### src/rtl/obi_sram_bridge.sv
// Two-manager OBI-to-SRAM bridge: round-robin arbitration of the instr (read-only) and
// data (read/write) OBI ports onto one single-port RAM, with a 1-deep response pipe.
module obi_sram_bridge #(
    parameter int unsigned                SOC_ADDR_WIDTH = 32,
    parameter int unsigned                RAM_ADDR_WIDTH = 10,
    parameter logic [SOC_ADDR_WIDTH-1:0]  RAM_BASE       = '0
) (
    input  logic                      clk_i,
    input  logic                      rst_ni,
    // instr OBI (read-only)
    input  logic                      instr_req_i,
    output logic                      instr_gnt_o,
    input  logic [SOC_ADDR_WIDTH-1:0] instr_addr_i,
    output logic                      instr_rvalid_o,
    output logic [31:0]               instr_rdata_o,
    output logic                      instr_err_o,
    // data OBI
    input  logic                      data_req_i,
    output logic                      data_gnt_o,
    input  logic [SOC_ADDR_WIDTH-1:0] data_addr_i,
    input  logic                      data_we_i,
    input  logic [3:0]                data_be_i,
    input  logic [31:0]               data_wdata_i,
    output logic                      data_rvalid_o,
    output logic [31:0]               data_rdata_o,
    output logic                      data_err_o,
    // RAM port
    output logic                      ram_en_o,
    output logic [RAM_ADDR_WIDTH-1:0] ram_addr_o,
    output logic [31:0]               ram_wdata_o,
    output logic                      ram_we_o,
    output logic [3:0]                ram_be_o,
    input  logic [31:0]               ram_rdata_i
);

    localparam logic OWNER_INSTR = 1'b0;
    localparam logic OWNER_DATA  = 1'b1;
    localparam logic [SOC_ADDR_WIDTH:0] RAM_BYTES =
        (SOC_ADDR_WIDTH+1)'(1) << (RAM_ADDR_WIDTH + 2);

    logic last_winner_q, last_winner_d;
    logic resp_valid_q, resp_valid_d;
    logic resp_owner_q, resp_owner_d;
    logic resp_err_q, resp_err_d;
    logic resp_is_read_q, resp_is_read_d;

    logic                      gnt_instr, gnt_data, gnt_any;
    logic [SOC_ADDR_WIDTH-1:0] sel_addr, offset;
    logic                      in_range;
    logic                      wr_access;
    logic                      rd_ok;

    always_comb begin
        // On a tie the port that did not win last goes; reset holds everything off.
        gnt_data  = rst_ni & data_req_i & (~instr_req_i | (last_winner_q == OWNER_INSTR));
        gnt_instr = rst_ni & instr_req_i & ~gnt_data;
        gnt_any   = gnt_instr | gnt_data;
        sel_addr  = gnt_data ? data_addr_i : instr_addr_i;
        offset    = sel_addr - RAM_BASE;
        in_range  = {1'b0, offset} < RAM_BYTES;
        wr_access = gnt_data & data_we_i;

        instr_gnt_o = gnt_instr;
        data_gnt_o  = gnt_data;
        ram_en_o    = gnt_any & in_range;
        ram_we_o    = wr_access;
        ram_addr_o  = rst_ni ? offset[RAM_ADDR_WIDTH+1:2] : '0;
        ram_be_o    = !rst_ni ? 4'h0 : (wr_access ? data_be_i : 4'hF);
        ram_wdata_o = rst_ni ? data_wdata_i : 32'h0;

        last_winner_d  = gnt_any ? gnt_data : last_winner_q;
        resp_valid_d   = gnt_any;
        resp_owner_d   = gnt_data ? OWNER_DATA : OWNER_INSTR;
        resp_err_d     = gnt_any & ~in_range;
        resp_is_read_d = gnt_any & ~wr_access;
    end

    always_ff @(posedge clk_i or negedge rst_ni) begin
        if (!rst_ni) begin
            last_winner_q  <= OWNER_INSTR;
            resp_valid_q   <= 1'b0;
            resp_owner_q   <= OWNER_INSTR;
            resp_err_q     <= 1'b0;
            resp_is_read_q <= 1'b0;
        end else begin
            last_winner_q  <= last_winner_d;
            resp_valid_q   <= resp_valid_d;
            resp_owner_q   <= resp_owner_d;
            resp_err_q     <= resp_err_d;
            resp_is_read_q <= resp_is_read_d;
        end
    end

    // RAM read data lands in the response cycle, so it is steered through combinationally.
    always_comb begin
        rd_ok          = resp_valid_q & resp_is_read_q & ~resp_err_q;
        instr_rvalid_o = resp_valid_q & (resp_owner_q == OWNER_INSTR);
        data_rvalid_o  = resp_valid_q & (resp_owner_q == OWNER_DATA);
        instr_err_o    = instr_rvalid_o & resp_err_q;
        data_err_o     = data_rvalid_o & resp_err_q;
        instr_rdata_o  = (instr_rvalid_o & rd_ok) ? ram_rdata_i : 32'h0;
        data_rdata_o   = (data_rvalid_o & rd_ok) ? ram_rdata_i : 32'h0;
    end

endmodule

### config.mk
export PLATFORM = sky130hd
export DESIGN_NAME = obi_sram_bridge
export DESIGN_NICKNAME = d
export VERILOG_FILES = /design/src/rtl/obi_sram_bridge.sv
export SDC_FILE = /design/constraint.sdc
export NUM_CORES = 1
export LEC_CHECK = 0
export ABC_AREA = 0
export ABC_CLOCK_PERIOD_IN_PS = 3100
export CORE_AREA = 2 2 98 100
export CTS_BUF_LIST = sky130_fd_sc_hd__clkbuf_4 sky130_fd_sc_hd__clkbuf_8 sky130_fd_sc_hd__clkbuf_16
export CTS_CLUSTER_DIAMETER = 40
export DETAILED_ROUTE_END_ITERATION = 10
export DIE_AREA = 0 0 100 102
export HOLD_SLACK_MARGIN = 0.08
export PLACE_DENSITY = 0.63
export SLEW_MARGIN = 15
export SYNTH_ARGS = -nofsm -noshare
export SYNTH_HDL_FRONTEND = slang
export SYNTH_SLANG_ARGS = --single-unit
### constraint.sdc
create_clock -name clk_i -period 3.1 [get_ports clk_i]
set_clock_uncertainty 0.05 [all_clocks]
set_input_delay 0.62 -clock clk_i [delete_from_list [all_inputs] [get_ports clk_i]]
set_output_delay 0.62 -clock clk_i [all_outputs]
set_load 0.05 [all_outputs]
==> impl_metrics.toml <==
[outcome]
outcome = "complete, no violations"

[yosys]
ys_seq_elements = 5
yosysTopAreaCellShare_pct = 54.08
synth_nets = 320
synth-seq-area-share_pct = 11.04
netlist_area_sq_mm = 0.001134
ys_warn_count = 0
synth_top_cell_by_area = "and2_1"
synth_cells = 183
synthDistinctLibCells = 16
synthTopCellsByArea = "and2_1 54%, dfrtp_1 11%, nand2_1 8.9%"
avgSynthCellArea_sq_um = 6.194

[min_path]
min_from = "last_winner_q$_DFFE_PN0P_"
hold_path.class = "flip-flop to flip-flop"

[grt]
grt_usage_pct = 13.87
antenna_found_initial = 2
grt_max_degree = 54
grt_pass1_wl_um = 10840
grt_pass1_vias = 2088
gr-usage-met1_pct = 13.31
use_met2_pct = 26.72
grt.busiest_layer = "met2"
grt_use_met3_pct = 6.430
grt_remaining_overflow = 0

[placement]
dpl_cell_area_sq_mm = 0.004045
placedCellCount = 536
io_buffers = 250
hpwl_um = 6987
gp_congestion = 0.8362

[sta]
slew_headroom_pct = 46.56
rsz0062_at_grt = "false"
fmax_mhz = 326.3
min_period_ns = 3.064
slew_violations = 0
report.final.setup_viol = 0
worstMarginPinSlew_ns = 0.8016
min_period_over_period_pct = 98.85
hold_violations = 0

[clock_network]
insertion_delay_ns = 0.22
post-cts-setup-buffers = 0
clk_pin_slew_worst_paths_ns = 0.04
htreeDepth = 1
cts.path.max_buffers = 2
cts_root_buffer = "clkbuf_8"
clkSinkCount = 5
cts_inserted_buffers = 3
cts_tree = "yes"
holdBufCountCts = 0

[final_layout]
fin_area_sq_mm = 0.004121
syn_to_final_growth_pct = 263.6
fin_nets = 567
num_antenna_cells = 0
drive_gt1_share_pct = 30.30
finalNonFillerCells = 540

[floorplanning]
dieArea_sq_mm = 0.01020
rows = 35
start_util_pct = 12.45
die-height_um = 102
core_region_area_sq_mm = 0.009109
dieWidth_um = 100
design.portCount = 255

[power]
powerDensity_mw_per_mm2 = 201.2
leakage_nw = 1.890
peakVddDrop_mv = 0.1373

[drt]
drt_iter0_drc = 37
drc = 0
antenna_left = 0
routed_via_density = 3.981
routed_wl_um = 7609
route.vias.total = 2150
routedWlPerCell_um = 14.09
firstDrtPassIters = 2

[worst_setup_path]
cpMaxStageDelayCell = "or4_4"
critPathTopFamily = "simple AND/OR/NAND/NOR gates"
path_cells = "clkdlybuf4s50_1 > nor4_1 > buf_4 > nand2_4 > or4_4 > a21oi_4 > buf_12"
rr_startpoint = "last_winner_q$_DFFE_PN0P_"
critPathMaxFanout = 2
cp.arrival_ns = 2.39
crit_required_ns = 2.43
worst-setup-path-type = "primary input to output port"
critical-path-max-stage-delay_ns = 0.53
worst_setup_path_end_kind = "output port"
cp-start-kind = "primary input"
cp-startpoint = "data_addr_i[19]"
path_buf_inv = 3

[flow_run]
maxCapViolCount = 0
## worst paths after layout
path	end	slack (ns)	cells after the start
setup / recovery	ram_en_o	0.04	7
hold / removal	last_winner_q$_DFFE_PN0P_	0.44	2
setup reg to reg	resp_err_q$_DFF_PN0_	1.52	4
hold reg to reg	last_winner_q$_DFFE_PN0P_	0.44	2
max in group asynchronous	last_winner_q$_DFFE_PN0P_	1.85	2
min in group asynchronous	resp_is_read_q$_DFF_PN0_	0.84	2
## report_power, final
part	switching, mW	internal (mW)
registers	0.00304	0.0708
clock network	0.0315	0.0970
logic	0.300	0.327
total	0.334	0.495
## tightest hold or removal path, delay by kind of cell, from the launching register on
family	cells	cell delay, ns
flops	1	0.34
simple gates	2	0.11
## cell usage after synthesis
cell	count
and2_1	98
nand2_1	27
clkbuf_1	13
nand3_1	11
nor4_1	8
dfrtp_1	5
o21a_1	4
or4_1	4
and3_1	3
a21oi_1	2
and3b_1	2
inv_1	2
inv_2	1
nand2_4	1
nor2b_1	1
o21ai_1	1
## sequential cells by signal, indices dropped and copies added, names as in the netlist
name,flops
last_winner_q,1
resp_err_q,1
resp_is_read_q,1
resp_owner_q,1
resp_valid_q,1
## cells in the final DEF (no fill, tap or decap)
cell type | netlist | layout
a21oi_1 | 2 | 1
a21oi_4 | 0 | 1
and2_1 | 98 | 98
and3_1 | 3 | 3
and3b_1 | 2 | 2
buf_12 | 0 | 45
buf_4 | 0 | 74
clkbuf_4 | 0 | 1
clkbuf_8 | 0 | 3
clkdlybuf4s50_1 | 0 | 135
dfrtp_1 | 5 | 5
dlymetal6s2s_1 | 0 | 1
inv_1 | 2 | 2
inv_2 | 1 | 1
nand2_1 | 27 | 27
nand2_4 | 1 | 1
nand3_1 | 11 | 11
nor2b_1 | 1 | 1
nor4_1 | 8 | 7
nor4_2 | 0 | 1
o21a_1 | 4 | 4
o21ai_1 | 1 | 1
or4_1 | 4 | 1
or4_4 | 0 | 3
## final cells by class
type / count / area (sq um)
inverters: 3 / 11.26
multi-input cells: 162 / 977.2
flip-flops and latches: 5 / 125.1
repair buffers: 255 / 2820
well taps: 111 / 138.9
fillers: 888 / 4987
clock buffers: 4 / 48.80
## kinds of logic (layout without fill, tap and decap cells)
| family | after synthesis | count (layout) | synth area share [%] |
|---|---|---|---|
| buffers and inverters | 16 | 262 | 5.298 |
| AND/OR/NAND/NOR | 155 | 155 | 79.69 |
| flip-flops | 5 | 5 | 11.04 |
| AO/OA/AOI/OAI | 7 | 7 | 3.973 |
## timing repair
item                       CTS  global route
gates resized for setup      4             2
setup endpoints to repair    1             1
pin swaps                    2             3
## metrics by stage
stage	worst slack [ns]	util, %	total power, mW	hold WS [ns]	TNS, ns
2_1_floorplan	0.2632	-	0.3251	0.2744	0
3_3_place_gp	-0.1392	44.41	0.7021	0.4149	-0.1392
3_5_place_dp	-0.1528	44.41	0.7070	0.4270	-0.1528
4_1_cts	0.01975	45.15	0.8414	0.4392	0
5_1_grt	0.004895	45.25	0.8695	0.4863	0
6_report	0.03564	45.25	0.8292	0.4351	0
## per-layer routing
| metal | routed length (um) | share of wire, % |
|---|---|---|
| met1 | 2420 | 32 |
| met2 | 4036 | 53 |
| met5 | 25 | 0.33 |
| met3 | 971 | 13 |
| met4 | 154 | 2.0 |
No activity file was read; power rests on OpenSTA's default activity.
==> RTL change 1 (same settings) <==
Change the parameter `RAM_ADDR_WIDTH` from 10 to 9.
--- a/src/rtl/obi_sram_bridge.sv
+++ b/src/rtl/obi_sram_bridge.sv
@@ -3,5 +3,5 @@
 module obi_sram_bridge #(
     parameter int unsigned                SOC_ADDR_WIDTH = 32,
-    parameter int unsigned                RAM_ADDR_WIDTH = 10,
+    parameter int unsigned                RAM_ADDR_WIDTH = 9,
     parameter logic [SOC_ADDR_WIDTH-1:0]  RAM_BASE       = '0
 ) (
Ports: changed (resized ram_addr_o); port bits go from 255 to 254. The function was not compared with the original's and may differ.
==> RTL change 1 against the unedited design <==
  * Routed wire length decreased by 3.4%
  * Power decreased by 1.0%
  * Sequential cell count unchanged
  * Final cell count decreased by 0.93%
  * Area after synthesis increased by 2.9%
  * Cell area increased by 2.4%
  * Clock power decreased by 6%
  * Setup slack improved by 0.17 ns
  * Critical endpoint is now instr_rdata_o[6]
  * Largest cell class unchanged
  * Highest routed layer is now met4
==> RTL change 1: results (changes against the unedited design) <==
run status=complete, no violations; Inst Count DP=531 (-0.93%); max incr delay on CP=0.81 ns (+0.28 ns); flop2flop setup slack=1.91 ns (+0.39 ns); slew margin rel.=61.21% (+15 points); Placer Congestion=0.7218 (-14%); fraction of layout cells with a size suffix above 1=14.62% (-16 points); GRT Overall Usage=13.24% (-0.63 points); post-synthesis cell type count=23 (+7); CP Max Fanout=32 (+30); top post-synthesis cells by area=and2_1 (52%), dfrtp_1 (11%), nand2_1 (6.4%); first-pass iteration count of the detailed router=4 (+2); Non-Filler Instances=535 (-0.93%); Syn Nets=317 (-0.94%); Fin Hold WS=0.4478 ns (+0.01267 ns); initial antenna violation count=0 (-2); Syn Inst Count=180 (-1.6%); worst vdd ir=0.1228 mV (-11%); Synth top cells by count=and2_1 (97), nand2_1 (20), nand3_1 (10); first-pass GRT wire length=10,670 µm (-1.6%); Iter 0 DRT Violations=40 (+8.1%); P_leak=1.719 nW (-9.1%); Slowest cell on crit path=clkdlybuf4s50_1; vias in the first global route=2,067 (-1.0%); Final Net Count=562 (-0.88%); CTS resizes=0 (-4); Port Buffers=249 (-0.40%); routed vias/inst=3.985 (about the same); sequential area share after synthesis=10.73% (-0.31 points)
RTL change 1: cell types whose count changed after synthesis, sizes merged, moves of 4 or more:
cell    unedited run  this run
buf                0         7
clkbuf            13         6
nand2             28        20
or4                4         0
RTL change 1: cells by family after synthesis:
logic type	Yosys count	share of synthesized area, %
DFF	5	10.73
and+or+nand+nor	150	76.61
AOI/OAI and AO/OA	9	4.828
buffers and inverters	16	7.832
RTL change 1: per-stage QoR:
stage / area [µm²] / setup WS [ns]
after global routing: 4219 / 0.01996
after detailed placement: 4173 / 0.3046
after floorplan: 1166 / 0.4871
after CTS: 4219 / 0.1574
after global placement: 4173 / 0.3266
final: 4219 / 0.2079
RTL change 1: path summary, 6_finish.rpt:
check,start,end,depth (start not counted)
max,resp_valid_q,instr_rdata_o[6],4
min,last_winner_q,last_winner_q,1
max reg2reg,last_winner_q,resp_is_read_q,5
min reg2reg,last_winner_q,last_winner_q,1
max in group asynchronous,rst_ni,last_winner_q,2
min in group asynchronous,rst_ni,resp_err_q,2
RTL change 1: layout make-up:
cell class              instances  area [µm²]
clock inverters                 1       5.005
clock buffers                   3       41.29
fillers                       883        4890
well taps                     111       138.9
inverters                       3       11.26
multi-input cells             159       949.7
repair buffers                253        2948
flip-flops and latches          5       125.1
RTL change 1: routing by layer:
metal	wire length (µm)	up-vias	GRT usage [%]
met4	110	0	3.161
met2	4122	136	27.29
met3	830	8	4.241
li1	-	1066	-
met5	0	-	0
met1	2283	922	12.61
RTL change 1: power by group:
part | leakage, nW | switching, mW | internal, mW
clock network | 0.0255 | 0.0338 | 0.0865
registers | 0.0614 | 0.00572 | 0.0717
logic | 1.63 | 0.293 | 0.331
==> RTL change 2 (same settings) <==
Without the edit above. Register the output `data_err_o`, cleared by the reset; this adds one clock of latency there. The other outputs are not delayed to match.
--- a/src/rtl/obi_sram_bridge.sv
+++ b/src/rtl/obi_sram_bridge.sv
@@ -38,4 +38,6 @@
     localparam logic [SOC_ADDR_WIDTH:0] RAM_BYTES =
         (SOC_ADDR_WIDTH+1)'(1) << (RAM_ADDR_WIDTH + 2);
+
+    logic data_err_d;
 
     logic last_winner_q, last_winner_d;
@@ -98,9 +100,17 @@
         data_rvalid_o  = resp_valid_q & (resp_owner_q == OWNER_DATA);
         instr_err_o    = instr_rvalid_o & resp_err_q;
-        data_err_o     = data_rvalid_o & resp_err_q;
+        data_err_d     = data_rvalid_o & resp_err_q;
         instr_rdata_o  = (instr_rvalid_o & rd_ok) ? ram_rdata_i : 32'h0;
         data_rdata_o   = (data_rvalid_o & rd_ok) ? ram_rdata_i : 32'h0;
     end
 
+    always_ff @(posedge clk_i or negedge rst_ni) begin
+        if (!rst_ni) begin
+            data_err_o <= '0;
+        end else begin
+            data_err_o <= data_err_d;
+        end
+    end
+
 endmodule
 
Behaviour: not the same (Yosys sat finds a counterexample within 4 cycles, from zero or initial values and one cycle with rst_ni low).
==> RTL change 2 against the unedited design <==
  * Count of clock-buffer cells in the layout decreased by 1
  * Critical path depth decreased by 2
  * Power decreased by 8.2%
  * Highest routed layer is now met4
  * Clock power decreased by 10%
  * Setup slack improved by 0.027 ns
  * Synthesized cell count increased by 0.55%
  * Largest power group unchanged
  * Cell area decreased by 8.8%
  * Critical path type unchanged
  * Sequential cell count increased by 1
  * Global-route usage decreased by 0.75 points
  * Critical endpoint unchanged
  * Routed wire length increased by 0.83%
  * Die area unchanged
  * Area after synthesis increased by 2.2%
==> RTL change 2: results (changes against the unedited design) <==
crit path DAT=2.37 ns (-0.02 ns); Clock-cell share=1.098% (-0.086 points); routed via count=2,140 (-0.47%); CTS resizes=3 (-1); Placer Congestion=0.7775 (-7.0%); Non-clk bufs=256 (+0.39%); sequential area share after synthesis=12.96% (+1.9 points); fillcell total=930 (+4.7%); run status=complete, no violations; Metal-1 WL=2609 µm (+7.8%); Clk pin slew, worst setup/hold paths=0.03 ns; placed inst area=3672 µm² (-9.2%); worst hold-check path type=in2async; non-clk buf share=64.76% (-3.7 points); Syn Nets=321 (+0.31%); fraction of layout cells with a size suffix above 1=30.70% (+0.39 points); met2 usage=26.25% (-0.47 points); #FFs+latches synth=6 (+1); final wirelength=7672 µm (+0.83%); drt wl/cell=14.18 µm (+0.64%); initial antenna violation count=0 (-2); Syn Inst Count=184 (+0.55%); HPWL after detailed placement=6701 µm (-4.1%); highest metal used=met4; combinational gate power=560 µW (-11%); Final Net Count=569 (+0.35%); max incr delay on CP=0.51 ns (-0.02 ns); slew margin rel.=46.94% (+0.38 points); area grow syn2layout=224.5%; Ant. Diodes=0 (unchanged); Iter 0 DRT Violations=38 (+2.7%); worst vdd ir=0.1066 mV (-22%); Inst Count DP=538 (+0.37%); first-pass GRT wire length=10,500 µm (-3.1%); multi-input combinational area share=26.16% (+2.4 points); met1 usage=12.86% (-0.45 points); P_leak=1.835 nW (-2.9%); Synth Area in Compound Gates=3.888% (-0.086 points); largest net degree at the start of global routing=55 (+1.9%); top post-synthesis cells by area=and2_1 (53%), dfrtp_1 (13%), nand2_1 (8.7%); first-pass iteration count of the detailed router=4 (+2); Clock Power Share=15.1% (-0.4 points); switching share of power=42.22% (+1.9 points); met3 Usage GRT=5.335% (-1.1 points); combinational power share=73.5% (-2.1 points); wire length on met3=881 µm (-9.3%); flop2flop setup slack=1.58 ns (+0.06 ns); register area=150.1 µm² (+20%)
[RTL change 2: cell types whose count changed after synthesis, sizes merged]
cell	unedited run	this run
dfrtp	5	6
[RTL change 2: worst max path at each step]
stage	endpoint	from	slack, ns	cells past startpoint
after floorplan	ram_en_o	instr_addr_i[15]	0.26	3
after global placement	ram_en_o	instr_addr_i[15]	-0.08	5
after detailed placement	ram_en_o	instr_addr_i[15]	-0.06	5
after CTS	ram_en_o	data_addr_i[15]	0.03	5
after global routing	ram_en_o	instr_addr_i[29]	0.003	6
final	ram_en_o	data_addr_i[14]	0.06	5
[RTL change 2: per-stage QoR]
stage / hold slack (ns) / setup WS, ns
2_1_floorplan: 0.2744 / 0.2632
3_3_place_gp: 0.4164 / -0.07579
3_5_place_dp: 0.4175 / -0.06480
4_1_cts: 0.4174 / 0.02596
5_1_grt: 0.4419 / 0.002902
6_report: 0.4102 / 0.06301
